## config.mk

```make
export PLATFORM = sky130hd
export DESIGN_NAME = stage_memory
export DESIGN_NICKNAME = d
export VERILOG_FILES = /design/src/rtl/stage_memory.sv
export SDC_FILE = /design/constraint.sdc
export NUM_CORES = 1
export LEC_CHECK = 0
export ABC_AREA = 1
export BUFFER_PORTS_ARGS = -buffer_cell sky130_fd_sc_hd__buf_4
export CORE_AREA = 2 2 146 148
export CTS_CLUSTER_DIAMETER = 150
export CTS_CLUSTER_SIZE = 25
export DETAILED_ROUTE_END_ITERATION = 10
export DIE_AREA = 0 0 148 150
export GPL_ROUTABILITY_DRIVEN = 0
export SYNTH_ARGS = -nofsm -noshare
export SYNTH_HDL_FRONTEND = slang
export SYNTH_SLANG_ARGS = --single-unit
```

## constraint.sdc

```tcl
create_clock -name clk -period 2.55 [get_ports clk]
set_input_delay 0.765 -clock clk [delete_from_list [all_inputs] [get_ports clk]]
set_output_delay 0.765 -clock clk [all_outputs]
set_load 0.01 [all_outputs]
```

## src/rtl/stage_memory.sv

```systemverilog
// rtl/stage_memory.sv - memory-access pipeline stage with req/ack data port, stall, timeout and misalign detection
// Registers results into the memory->writeback pipeline register.
module stage_memory #(
    parameter int TIMEOUT_CYCLES = 16
) (
    input  logic        clk,
    input  logic        rst_n,
    input  logic        wb_clear,
    input  logic        mem_reg_write,
    input  logic        mem_mem_write,
    input  logic [1:0]  mem_result_src,
    input  logic [31:0] mem_alu_result,
    input  logic [31:0] mem_write_data,
    input  logic [31:0] mem_pc_plus_4,
    input  logic [31:0] mem_imm_ext,
    input  logic [4:0]  mem_rd,
    output logic        dmem_req,
    output logic        dmem_we,
    output logic [31:0] dmem_addr,
    output logic [31:0] dmem_wdata,
    input  logic [31:0] dmem_rdata,
    input  logic        dmem_ack,
    output logic        mem_stall,
    output logic        mem_bus_error,
    output logic        mem_misaligned,
    output logic        wb_reg_write,
    output logic [1:0]  wb_result_src,
    output logic [31:0] wb_alu_result,
    output logic [31:0] wb_read_data,
    output logic [31:0] wb_pc_plus_4,
    output logic [31:0] wb_imm_ext,
    output logic [4:0]  wb_rd
);

    typedef enum logic {
        IDLE = 1'b0,
        WAIT = 1'b1
    } state_t;

    localparam logic [7:0] TIMEOUT_LIMIT = 8'(TIMEOUT_CYCLES);

    state_t      r_state;
    state_t      w_state_next;
    logic [7:0]  r_cnt;
    logic [7:0]  w_cnt_next;

    logic        w_is_store;
    logic        w_is_load;
    logic        w_access;
    logic        w_misaligned;
    logic        w_aligned;
    logic        w_req;
    logic        w_stall;
    logic        w_timeout;
    logic        w_ack;

    logic        r_bus_error;
    logic        r_misaligned;
    logic        r_wb_reg_write;
    logic [1:0]  r_wb_result_src;
    logic [31:0] r_wb_alu_result;
    logic [31:0] r_wb_read_data;
    logic [31:0] r_wb_pc_plus_4;
    logic [31:0] r_wb_imm_ext;
    logic [4:0]  r_wb_rd;

    // A store wins over a load when both are flagged.
    assign w_is_store   = mem_mem_write;
    assign w_is_load    = !mem_mem_write && (mem_result_src == 2'b01);
    assign w_access     = w_is_store || w_is_load;
    assign w_misaligned = w_access && (mem_alu_result[1:0] != 2'b00);
    assign w_aligned    = w_access && !w_misaligned;

    always_comb begin
        w_state_next = r_state;
        w_cnt_next   = r_cnt;
        w_req        = 1'b0;
        w_stall      = 1'b0;
        w_timeout    = 1'b0;
        case (r_state)
            IDLE: begin
                if (w_aligned) begin
                    w_req = 1'b1;
                    if (!dmem_ack) begin
                        w_stall      = 1'b1;
                        w_state_next = WAIT;
                        w_cnt_next   = 8'd1;
                    end
                end
            end
            WAIT: begin
                if (!w_aligned) begin
                    w_state_next = IDLE;
                    w_cnt_next   = 8'd0;
                end else if (r_cnt >= TIMEOUT_LIMIT) begin
                    // Abandon: request drops, so any ack this cycle is ignored.
                    w_timeout    = 1'b1;
                    w_state_next = IDLE;
                    w_cnt_next   = 8'd0;
                end else begin
                    w_req = 1'b1;
                    if (dmem_ack) begin
                        w_state_next = IDLE;
                        w_cnt_next   = 8'd0;
                    end else begin
                        w_stall    = 1'b1;
                        w_cnt_next = r_cnt + 8'd1;
                    end
                end
            end
            default: begin
                w_state_next = IDLE;
                w_cnt_next   = 8'd0;
            end
        endcase
    end

    assign w_ack = w_req && dmem_ack;

    always_ff @(posedge clk or negedge rst_n) begin
        if (!rst_n) begin
            r_state <= IDLE;
            r_cnt   <= 8'd0;
        end else begin
            r_state <= w_state_next;
            r_cnt   <= w_cnt_next;
        end
    end

    always_ff @(posedge clk or negedge rst_n) begin
        if (!rst_n) begin
            r_bus_error  <= 1'b0;
            r_misaligned <= 1'b0;
        end else begin
            if (w_timeout) begin
                r_bus_error <= 1'b1;
            end
            if (w_misaligned) begin
                r_misaligned <= 1'b1;
            end
        end
    end

    always_ff @(posedge clk or negedge rst_n) begin
        if (!rst_n) begin
            r_wb_reg_write  <= 1'b0;
            r_wb_result_src <= 2'b00;
            r_wb_alu_result <= 32'd0;
            r_wb_read_data  <= 32'd0;
            r_wb_pc_plus_4  <= 32'd0;
            r_wb_imm_ext    <= 32'd0;
            r_wb_rd         <= 5'd0;
        end else if (wb_clear || w_stall) begin
            r_wb_reg_write  <= 1'b0;
            r_wb_result_src <= 2'b00;
            r_wb_alu_result <= 32'd0;
            r_wb_read_data  <= 32'd0;
            r_wb_pc_plus_4  <= 32'd0;
            r_wb_imm_ext    <= 32'd0;
            r_wb_rd         <= 5'd0;
        end else begin
            r_wb_reg_write  <= mem_reg_write && !w_misaligned && !w_timeout;
            r_wb_result_src <= mem_result_src;
            r_wb_alu_result <= mem_alu_result;
            r_wb_read_data  <= (w_is_load && w_ack) ? dmem_rdata : 32'd0;
            r_wb_pc_plus_4  <= mem_pc_plus_4;
            r_wb_imm_ext    <= mem_imm_ext;
            r_wb_rd         <= mem_rd;
        end
    end

    // Combinational port outputs are forced quiet while reset is held.
    assign dmem_req   = rst_n && w_req;
    assign dmem_we    = dmem_req && w_is_store;
    assign dmem_addr  = dmem_req ? {mem_alu_result[31:2], 2'b00} : 32'd0;
    assign dmem_wdata = dmem_req ? mem_write_data : 32'd0;
    assign mem_stall  = rst_n && w_stall;

    assign mem_bus_error  = r_bus_error;
    assign mem_misaligned = r_misaligned;
    assign wb_reg_write   = r_wb_reg_write;
    assign wb_result_src  = r_wb_result_src;
    assign wb_alu_result  = r_wb_alu_result;
    assign wb_read_data   = r_wb_read_data;
    assign wb_pc_plus_4   = r_wb_pc_plus_4;
    assign wb_imm_ext     = r_wb_imm_ext;
    assign wb_rd          = r_wb_rd;

endmodule

```

==> After elaboration in Yosys (flattened, before gate mapping) <==
Index checks and enable logic that the tools add are counted.
Widths: inputs -> output; s select.
{ "word_totals": {"ff_bits": 147, "inputBits": 173, "out_inout_bits": 205, "elab_cells": 62} }
{ "classes": {"addsub": 1, "magnitude_cmp": 1, "n_eq_ne": 3, "muxes": 28, "bitwise": 1, "n_reduce_logical": 17} }
{ "op_table": {"columns": ["operator", "count"], "rows": [
  ["$mux 32", 7],
  ["$mux 8", 5],
  ["$pmux 8 s2", 1],
  ["$mux 1", 11],
  ["$logic_and 1x1->1", 10],
  ["$add 8x1->8 const B", 1],
  ["$ge 8x5->1 const B", 1],
  ["$mux 5", 1],
  ["$ne 2x2->1 const B", 2],
  ["$pmux 1 s2", 2],
  ["$logic_not 1->1", 3],
  ["$eq 2x1->1 const B", 1],
  ["$logic_or 1x1->1", 2],
  ["$mux 2", 1],
  ["$reduce_and 2->1", 1],
  ["$reduce_bool 2->1", 1],
  ["$not 1->1", 1]
]} }

==> Depth between registers and ports, before layout <==
Gate-level depths: netlist of the first run.
{ "depth": {"word_depth": 12, "ltp_mapped": 8, "mapped_depth_nobuf": 7} }

==> Least setup slack after synthesis of the first run <==
OpenSTA, ideal clock, no wires.
{ "synth_timing": {"path_type": "input-to-output", "start": "input mem_result_src[1]", "end": "output dmem_addr[10]", "arrival_time_ns": 1.704, "required_ns": 1.785, "slack_ns": 0.081, "path_stages": 6, "n_path_buf": 1, "cell_sequence": "inv_2 -> nand2_1 -> a21oi_4 -> nand3_2 -> clkbuf_1 -> nor2_1"} }
{ "synth_via": {"elab_chain_len": 10, "elab_cells_between_ends": 11, "cone_classes": "1 x eq/ne; 4 x mux; 6 x reduce/logical"} }
{ "synth_rtl": {"columns": ["element", "line", "source"], "rows": [
  ["start: declaration", "11", "input logic [1:0] mem_result_src,"],
  ["$eq 2x1->1 (*)", "69", "assign w_is_load = !mem_mem_write && (mem_result_src == 2'b01);"],
  ["$logic_and 1x1->1 (*)", "69", null],
  ["$logic_or 1x1->1 (*)", "70", "assign w_access = w_is_store || w_is_load;"],
  ["$logic_and 1x1->1", "71", "assign w_misaligned = w_access && (mem_alu_result[1:0] != 2'b00);"],
  ["$logic_not 1->1", "72", "assign w_aligned = w_access && !w_misaligned;"],
  ["$logic_and 1x1->1 (*)", "72", null],
  ["$mux 1 (on tied branches)", "92, 82", null],
  ["$pmux 1 s2 (*)", "80", "case (r_state)"],
  ["$logic_and 1x1->1 (*)", "173", "assign dmem_req = rst_n && w_req;"],
  ["$mux 32 (*)", "175", "assign dmem_addr = dmem_req ? {mem_alu_result[31:2], 2'b00} : 32'd0;"],
  ["end: declaration", "19", "output logic [31:0] dmem_addr,"]
]} }
Every way passes the cells marked *; elsewhere a longest branch is shown, timed or not.

==> Worst setup path after layout of the first run <==
{ "layout_timing": {"start": "input mem_result_src[1]", "end": "output dmem_addr[13]"} }
The elaborated chain is that of the path after synthesis.

==> results.ini, run 1 <==
[logic_synthesis]
yosysSeqAreaShare_pct = 65.4
synth_area_sq_um = 5630
yosys.area.top_type = dfrtp_1
ys_types = 20
ys_ff_latch = 147
ys_warn_count = 0
synthCells = 613
synth_area_per_cell_sq_um = 9.18
synth_top_area_share_pct = 65.4
synth_area_leaders = dfrtp_1 (65%), nor2_1 (14%), inv_1 (10%), nand4_1 (3.6%), nand2_1 (1.3%)

[outcome]
status = completed

[setup_path]
cp_max_fo = 45
critPathCaptureType = output port
slowest_stage = buf_12
crit_chain = buf_4 -> inv_2 -> nand2_2 -> a21oi_4 -> nand3_4 -> buf_12 -> nor2_1 -> buf_4
r2r_end = wb_imm_ext[9]
rrSetupSlack_ps = 600
cp.arrival_ps = 1770
cpMostUsedCell = buf_4
r2r-start = r_cnt[4]
crit_type = input pin to output port
critPathTopFamily = buffers and inverters
critical_path_required_ps = 1790
critPathLaunchType = input pin
critical-path-max-stage-delay_ps = 190
cp_num_buf_inv = 4
worstRegToRegCells = 8

[floorplan]
dieWidth_um = 148
row_count = 53
die_h_um = 150
start_util_pct = 27.2
coreArea_sq_um = 20700
io_pins = 378
dieArea_sq_um = 22200

[detailed_routing]
routedWlPerCell_um = 14.5
drtIter0Drc = 186
vias = 5106
drt_wl_total_um = 18600
drc = 0
first_pass_iters = 4
ant_nets = 0
viasPerCell = 3.98

[timing]
tightest_slew_ps = 760
setup-violations-final = 0
fin_crit_sh_pct = 99.2
max_slew_margin_pct = 49.3
max_freq_ghz = 0.395
maxSlewViolCount = 0
finalCriticalPeriod_ps = 2530
hold_viol_final = 0
finClkSkew_ps = 6.78
rsz0062_at_grt = yes
layout_setup_ws_ps = 19.4

[global_route]
grt_max_degree = 61
overflow = 0
antenna_found_initial = 0
grt_pass1_wl_um = 27700
grt_pass1_vias = 5076
grt_usage_pct = 16.4

[place]
dpl.hpwl_um = 14100
dp_slack_ps = -51.1
post_dp_cell_area_sq_um = 8800
portBuffers = 375
dp.cells = 1251

[final_layout]
fillers = 2045
nets = 1171
final_area_sq_um = 9440
area_growth_pct = 67.8
diodes = 0
drive_gt1_share_pct = 43.8
fin_util_pct = 45.6
fin_cells = 1284
final_cell_mix = buf_4 (389), nor2_1 (203), inv_1 (149)
final_common_cell = buf_4

[clock_tree]
ctsHtreeMaxLevel = 4
clockBufferDepth = 2
cts_buffers = 17
worstSkewPairLatency_ps = 420
path_clk_slew_ps = 70
cts_root_buf = clkbuf_16
hold_buffers = 0
cts_tree = done
cts_sinks = 147

[pwr]
leakagePower_nw = 5.58
powerDensity_nw_per_um2 = 596
p_total_w = 0.00563
vdd_drop_max_mv = 0.351

[hold_path]
hp-class = input pin to asynchronous set/reset pin

[job]
maxCapViolCount = 0

-- cell families (layout without fill, tap and decap cells) --
| kind of cell | count (synthesis) | after routing | synth area share (%) |
|---|---|---|---|
| XOR/XNOR | 3 | 3 | 0.467 |
| AND/OR/NAND/NOR | 273 | 273 | 20.2 |
| other | 1 | 2 | 0.0666 |
| buffers and inverters | 184 | 579 | 13.0 |
| adder cells (fa/ha/maj) | 2 | 2 | 0.445 |
| AO/OA/AOI/OAI | 3 | 3 | 0.467 |
| flip-flops | 147 | 147 | 65.4 |
-- how the worst max path moves through the flow --
stage                                  from             to  slack (ps)  depth (start not counted)
after floorplan           mem_result_src[1]  dmem_addr[10]          80                          6
after global placement    mem_result_src[1]  dmem_addr[19]          10                          8
after detailed placement  mem_result_src[1]  dmem_addr[31]         -50                          8
after CTS                 mem_result_src[1]        dmem_we         0.6                         10
after global routing               r_cnt[4]   dmem_addr[8]         -60                          7
final                     mem_result_src[1]  dmem_addr[13]          20                          8
-- state kept, by name, indices dropped and copies added (netlist names) --
signal and cells:
r_state 1, mem_misaligned 1, wb_alu_result 32, wb_read_data 32, wb_reg_write 1, wb_pc_plus_4 32
wb_result_src 2, mem_bus_error 1, wb_rd 5, r_cnt 8, wb_imm_ext 32
-- metrics by stage --
stage	TNS (ps)	hold slack (ps)
after floorplan	0	469
after global placement	0	460
after detailed placement	-1380	460
after CTS	0	401
after global routing	-1260	426
final	0	416
-- synth_stat cells --
library cell	number
ha_1	2
dfrtp_1	147
xor2_1	3
buf_4	7
a21oi_1	1
nand3_1	8
or2_2	1
a21oi_4	1
nand2_2	2
nand3_2	2
conb_1	1
buf_1	3
inv_2	3
inv_1	150
nor2_1	208
clkbuf_1	9
o21ai_0	1
buf_2	12
nand2_1	20
nand4_1	32
-- where the power goes --
part           switching, W  leakage, nW  internal, W
clock network       0.00106        0.274      0.00138
logic              0.000358         3.36     0.000377
registers         0.0000312         1.94      0.00243
total               0.00145         5.58      0.00418
-- per-layer routing --
layer  GRT usage (%)  share of wire, %
met1            19.4                39
met2            28.5                51
met3            4.85               8.6
met4            5.52               1.7
met5               0                 0
-- worst reg2reg max path: stages, from the launching register on --
cell     delay, ps
dfrtp_1        420
nor2_2         140
nand2_1         80
nand2_2        100
buf_4          390
nand3_2        190
nand2_4        150
buf_12         240
nor2_1         140
-- timing repair --
action / 4_1_cts / 5_1_grt
resized for setup: 2 / 14
setup endpoints to repair: 46 / 64
hold endpoints to repair: 0 / 0
buffers inserted: 0 / 1
-- cell type report --
class                      count  area [sq um]  area share, %
tap                          275           344           3.65
inverter                     153           577           6.11
clock inverter                14           144           1.52
multi-input combinational    283          1250           13.3
clock buffer                  18           429           4.55
sequential                   147          3680           39.0
timing repair buffer         394          3010           31.9
No activity file was read; power rests on OpenSTA's default activity.
==> run 2: changes to the inputs <==
==> constraint.sdc (replaced) <==
create_clock -name clk -period 2.55 [get_ports clk]
set_input_delay 0.765 -clock clk [delete_from_list [all_inputs] [get_ports clk]]
set_output_delay 0.765 -clock clk [all_outputs]
set_load 0.05 [all_outputs]
==> run 2 against run 1 <==
Effect of this change:
- the flow now finishes with violations (setup timing)
- clock power down 3%
- non-clock buffer count up 6
- critical path depth up 2
- first-iteration DRC count up 27%
- sequential share of layout area down 3.5 points
- register-to-register slack better by 50 ps
- hold slack better by 57 ps
- largest cell class unchanged
- largest power group unchanged
- highest routed layer unchanged
==> results.ini, run 2 (synthesis results as in run 1) <==
[outcome]
status = finished, violations left
violations = setup timing

[setup_path]
cp_num_buf_inv = 7
cp.arrival_ps = 1870
worstRegToRegCells = 8
cp_max_fo = 7
crit_chain = buf_8 -> clkinvlp_4 -> a21oi_4 -> nand3_4 -> buf_12 -> buf_12 -> clkinvlp_4 -> nand2_2 -> clkinvlp_4 -> buf_8
slowest_stage = a21oi_4
path_depth = 10
critical_path_required_ps = 1790
critPathLaunchType = input pin
critPathTopFamily = buffers and inverters
critPathCaptureType = output port
cpMostUsedCell = clkinvlp_4
critical-path-max-stage-delay_ps = 190
crit_type = input pin to output port

[detailed_routing]
routedWlPerCell_um = 14.8
drtIter0Drc = 236
drc = 0
first_pass_iters = 5
drt_wl_total_um = 19100
vias = 5238
ant_nets = 0
viasPerCell = 4.06

[hold_path]
hp-class = flop to flop
whs_path_depth = 2

[clock_tree]
cts_root_buf = clkbuf_16
cts_buffers = 17
ctsHtreeMaxLevel = 4
clockBufferDepth = 2
worstSkewPairLatency_ps = 420
cts_tree = done
cts_sinks = 147
path_clk_slew_ps = 70

[timing]
fin_crit_sh_pct = 103
setup-violations-final = 63
tightest_slew_ps = 780
finClkSkew_ps = 10.5
max_freq_ghz = 0.380
tns_ps = -2890
hold_viol_final = 0
layout_setup_ws_ps = -84.6
maxSlewViolCount = 0
max_slew_margin_pct = 48.0
finalCriticalPeriod_ps = 2630
rsz0062_at_grt = yes

[final_layout]
nets = 1177
fillers = 1901
register_area_sq_um = 3680
area_growth_pct = 84.1
drive_gt1_share_pct = 50.4
diodes = 0
multi_input_area_sq_um = 1720
final_area_sq_um = 10400
final_cell_mix = buf_4 (321), inv_1 (147), dfrtp_1 (147)
final_common_cell = buf_4

[floorplan]
die_h_um = 150
dieWidth_um = 148
io_pins = 378
row_count = 53
dieArea_sq_um = 22200
start_util_pct = 27.2
coreArea_sq_um = 20700

[pwr]
leakagePower_nw = 5.70
powerDensity_nw_per_um2 = 581
vdd_drop_max_mv = 0.449

[place]
dp_slack_ps = -205
portBuffers = 375
dpl.hpwl_um = 14000
post_dp_cell_area_sq_um = 9350

[global_route]
overflow = 0
antenna_found_initial = 0
grt_max_degree = 148
grt_pass1_wl_um = 28700
grt_usage_pct = 17.0
grt_pass1_vias = 5286

[job]
maxCapViolCount = 0

## run 2: cell type report
class | count | area share [%]
multi-input cells | 283 | 16.6
repair buffers | 400 | 33.4
inverters | 153 | 5.77
well taps | 275 | 3.32
clock buffers | 17 | 4.11
flip-flops and latches | 147 | 35.5
clock inverters | 15 | 1.30
## run 2: per-layer routing
layer | part of all wire (%) | vias up | global-route usage, %
met4 | 1.3 | 0 | 4.71
li1 | - | 2538 | -
met3 | 8.9 | 17 | 5.64
met2 | 53 | 249 | 30.5
met5 | 0 | - | 0
met1 | 37 | 2434 | 19.4
## run 2: worst paths after layout
path                       slack, ps          endpoint           from
max                              -80           dmem_we  mem_mem_write
min                              470     mem_bus_error  mem_bus_error
max reg2reg                      650    wb_imm_ext[25]       r_cnt[6]
min reg2reg                      470     mem_bus_error  mem_bus_error
max in group asynchronous       1470    wb_imm_ext[25]          rst_n
min in group asynchronous        510  wb_result_src[0]          rst_n
## run 2: power breakdown
part	switching, W	total (W)	internal, W
Combinational	0.000771	0.00120	0.000432
Clock	0.00107	0.00236	0.00129
Sequential	0.0000320	0.00246	0.00243
## run 2: tightest hold or removal path: cells and delay by family (launching register included)
kind	cells	cell delay [ps]
flops	1	350
buf+inv	1	40
simple gates	1	50
## run 2: timing repair
action,CTS,global route
endpoints found under the setup margin,65,65
hold buffers,0,0
pin swaps,6,1
cloned,2,0
buffers inserted,6,0
gates resized for setup,79,13
endpoints found under the hold margin,0,0
## run 2: stage by stage
stage | cells | util [%] | total power [W] | hold WS, ps
floorplan | 614 | - | 0.00315 | 469
global placement | 1250 | 45.2 | 0.00367 | 452
detailed placement | 1250 | 45.2 | 0.00368 | 456
CTS | 1290 | 49.8 | 0.00611 | 476
global route | 1290 | 50.1 | 0.00630 | 507
finish | 1290 | 50.1 | 0.00602 | 473
==> run 3: changes to the inputs <==
==> constraint.sdc (replaced) <==
create_clock -name clk -period 2.55 [get_ports clk]
set_input_delay 0.51 -clock clk [delete_from_list [all_inputs] [get_ports clk]]
set_output_delay 0.51 -clock clk [all_outputs]
set_load 0.05 [all_outputs]
==> run 3 against run 2 <==
Effect of this change:
- the flow now finishes without violations
- highest routed layer unchanged
- critical endpoint is now dmem_addr[29]
- global-route usage decreased by 0.55 points
- via count decreased by 2.4%
- hold slack got worse by 360 ps
- fmax increased by 12%
- critical path type is now flop to output port
- sequential cell count unchanged
- clock power increased by 9.7%
- non-clock buffer count decreased by 14
==> results.ini, run 3 (synthesis results as in run 1) <==
[outcome]
status = completed

[final_layout]
area_growth_pct = 66.7
diodes = 0
multi_input_area_sq_um = 1230
final_cell_mix = buf_4 (381), nor2_1 (207), inv_1 (150)
nets = 1163
fillers = 2055
drive_gt1_share_pct = 42.7
fin_util_pct = 45.3
final_common_cell = buf_4
register_area_sq_um = 3680

[global_route]
grt_usage_pct = 16.5
grt_pass1_vias = 5062
overflow = 0
grt_pass1_wl_um = 27700
antenna_found_initial = 0
grt_max_degree = 67

[detailed_routing]
routedWlPerCell_um = 14.6
vias = 5113
viasPerCell = 4.01
dr_wl_met2_um = 9450
drt_wl_total_um = 18600
drc = 0
ant_nets = 0
first_pass_iters = 4
routed-wl-met3_um = 1390
drtIter0Drc = 235
m1WireLength_um = 7570
highest_layer = met4

[setup_path]
critical_path_required_ps = 2040
r2r-start = r_cnt[4]
critPathLaunchType = flop
cp_max_fo = 18
r2r_end = wb_imm_ext[0]
rrSetupSlack_ps = 490
worstRegToRegCells = 8
crit_type = flop to output port
critPathCaptureType = output port
cp.arrival_ps = 1840

[pwr]
swShare_pct = 28.5
leakagePower_nw = 5.56
vdd_drop_max_mv = 0.388
clkPwrFrac_pct = 42.2
pwr-share-comb_pct = 17.8
powerDensity_nw_per_um2 = 654
seqPwrFrac_pct = 40.1
switchingPower_w = 0.00175
p_int_w = 0.00438
p_total_w = 0.00613

[clock_tree]
hold_buffers = 0
cts_resized = 0
cts_setup_buffers = 0
worstSkewPairLatency_ps = 410
cts_buffers = 17
cts_sinks = 147
cts_root_buf = clkbuf_16
clockBufferDepth = 2
cts_tree = done
ctsHtreeMaxLevel = 4
path_clk_slew_ps = 60

[floorplan]
start_util_pct = 27.2
die_h_um = 150
dieArea_sq_um = 22200
row_count = 53
io_pins = 378
coreArea_sq_um = 20700
dieWidth_um = 148

[timing]
whs_ps = 111
finalCriticalPeriod_ps = 2350
tns_ps = 0
hold_viol_final = 0
max_slew_margin_pct = 44.2
maxSlewViolCount = 0
setup-violations-final = 0
max_freq_ghz = 0.426
tightest_slew_ps = 836
finClkSkew_ps = 7.43
rsz0062_at_grt = no
fin_crit_sh_pct = 92.0
layout_setup_ws_ps = 205

[hold_path]
hp-class = input pin to asynchronous set/reset pin

[job]
maxCapViolCount = 0

[place]
dp_slack_ps = 298
dpl.hpwl_um = 14100
portBuffers = 375

[run 3: per-layer routing]
metal	track usage (%)	vias up
met5	0	-
met4	4.67	0
met3	4.82	10
met2	28.5	248
met1	20.0	2358
li1	-	2497
[run 3: through the flow]
step,std cells,area (sq um)
finish,1275,9380
global placement,1244,8760
floorplan,614,5630
detailed placement,1244,8760
global route,1275,9380
CTS,1275,9380
[run 3: power groups by stage]
stage               sequential, W  clock (W)  combinational [W]
global placement          0.00250          0            0.00110
CTS                       0.00246    0.00266            0.00111
finish                    0.00246    0.00259            0.00109
floorplan                 0.00283          0           0.000257
detailed placement        0.00250          0            0.00110
global route              0.00247    0.00279            0.00116
[run 3: area by class of cell]
cell class                      instances  share of cell area [%]
Timing Repair Buffer                  386                    31.4
Clock buffer                           18                    4.68
Multi-Input combinational cell        283                    13.1
Tap cell                              275                    3.67
Inverter                              153                    6.12
Clock inverter                         13                    1.87
Sequential cell                       147                    39.2
[run 3: worst max path at each step]
stage                      start            end  slack, ps  cells after the start
3_3_place_gp   mem_result_src[1]  dmem_addr[29]        370                      8
5_1_grt                 r_cnt[4]  dmem_addr[10]         70                      7
2_1_floorplan  mem_result_src[1]  dmem_addr[10]        100                      6
3_5_place_dp   mem_result_src[1]  dmem_addr[31]        300                      8
6_report                r_cnt[4]  dmem_addr[29]        200                      7
4_1_cts                 r_cnt[4]  dmem_addr[31]        120                      7
[run 3: critical path, stage by stage (launching register included)]
cell and delay [ps]:
dfrtp_1 410, nor2_1 150, nand2_1 100, nand2_2 80, nand3_2 90, buf_4 200, nor2_1 160, buf_4 230
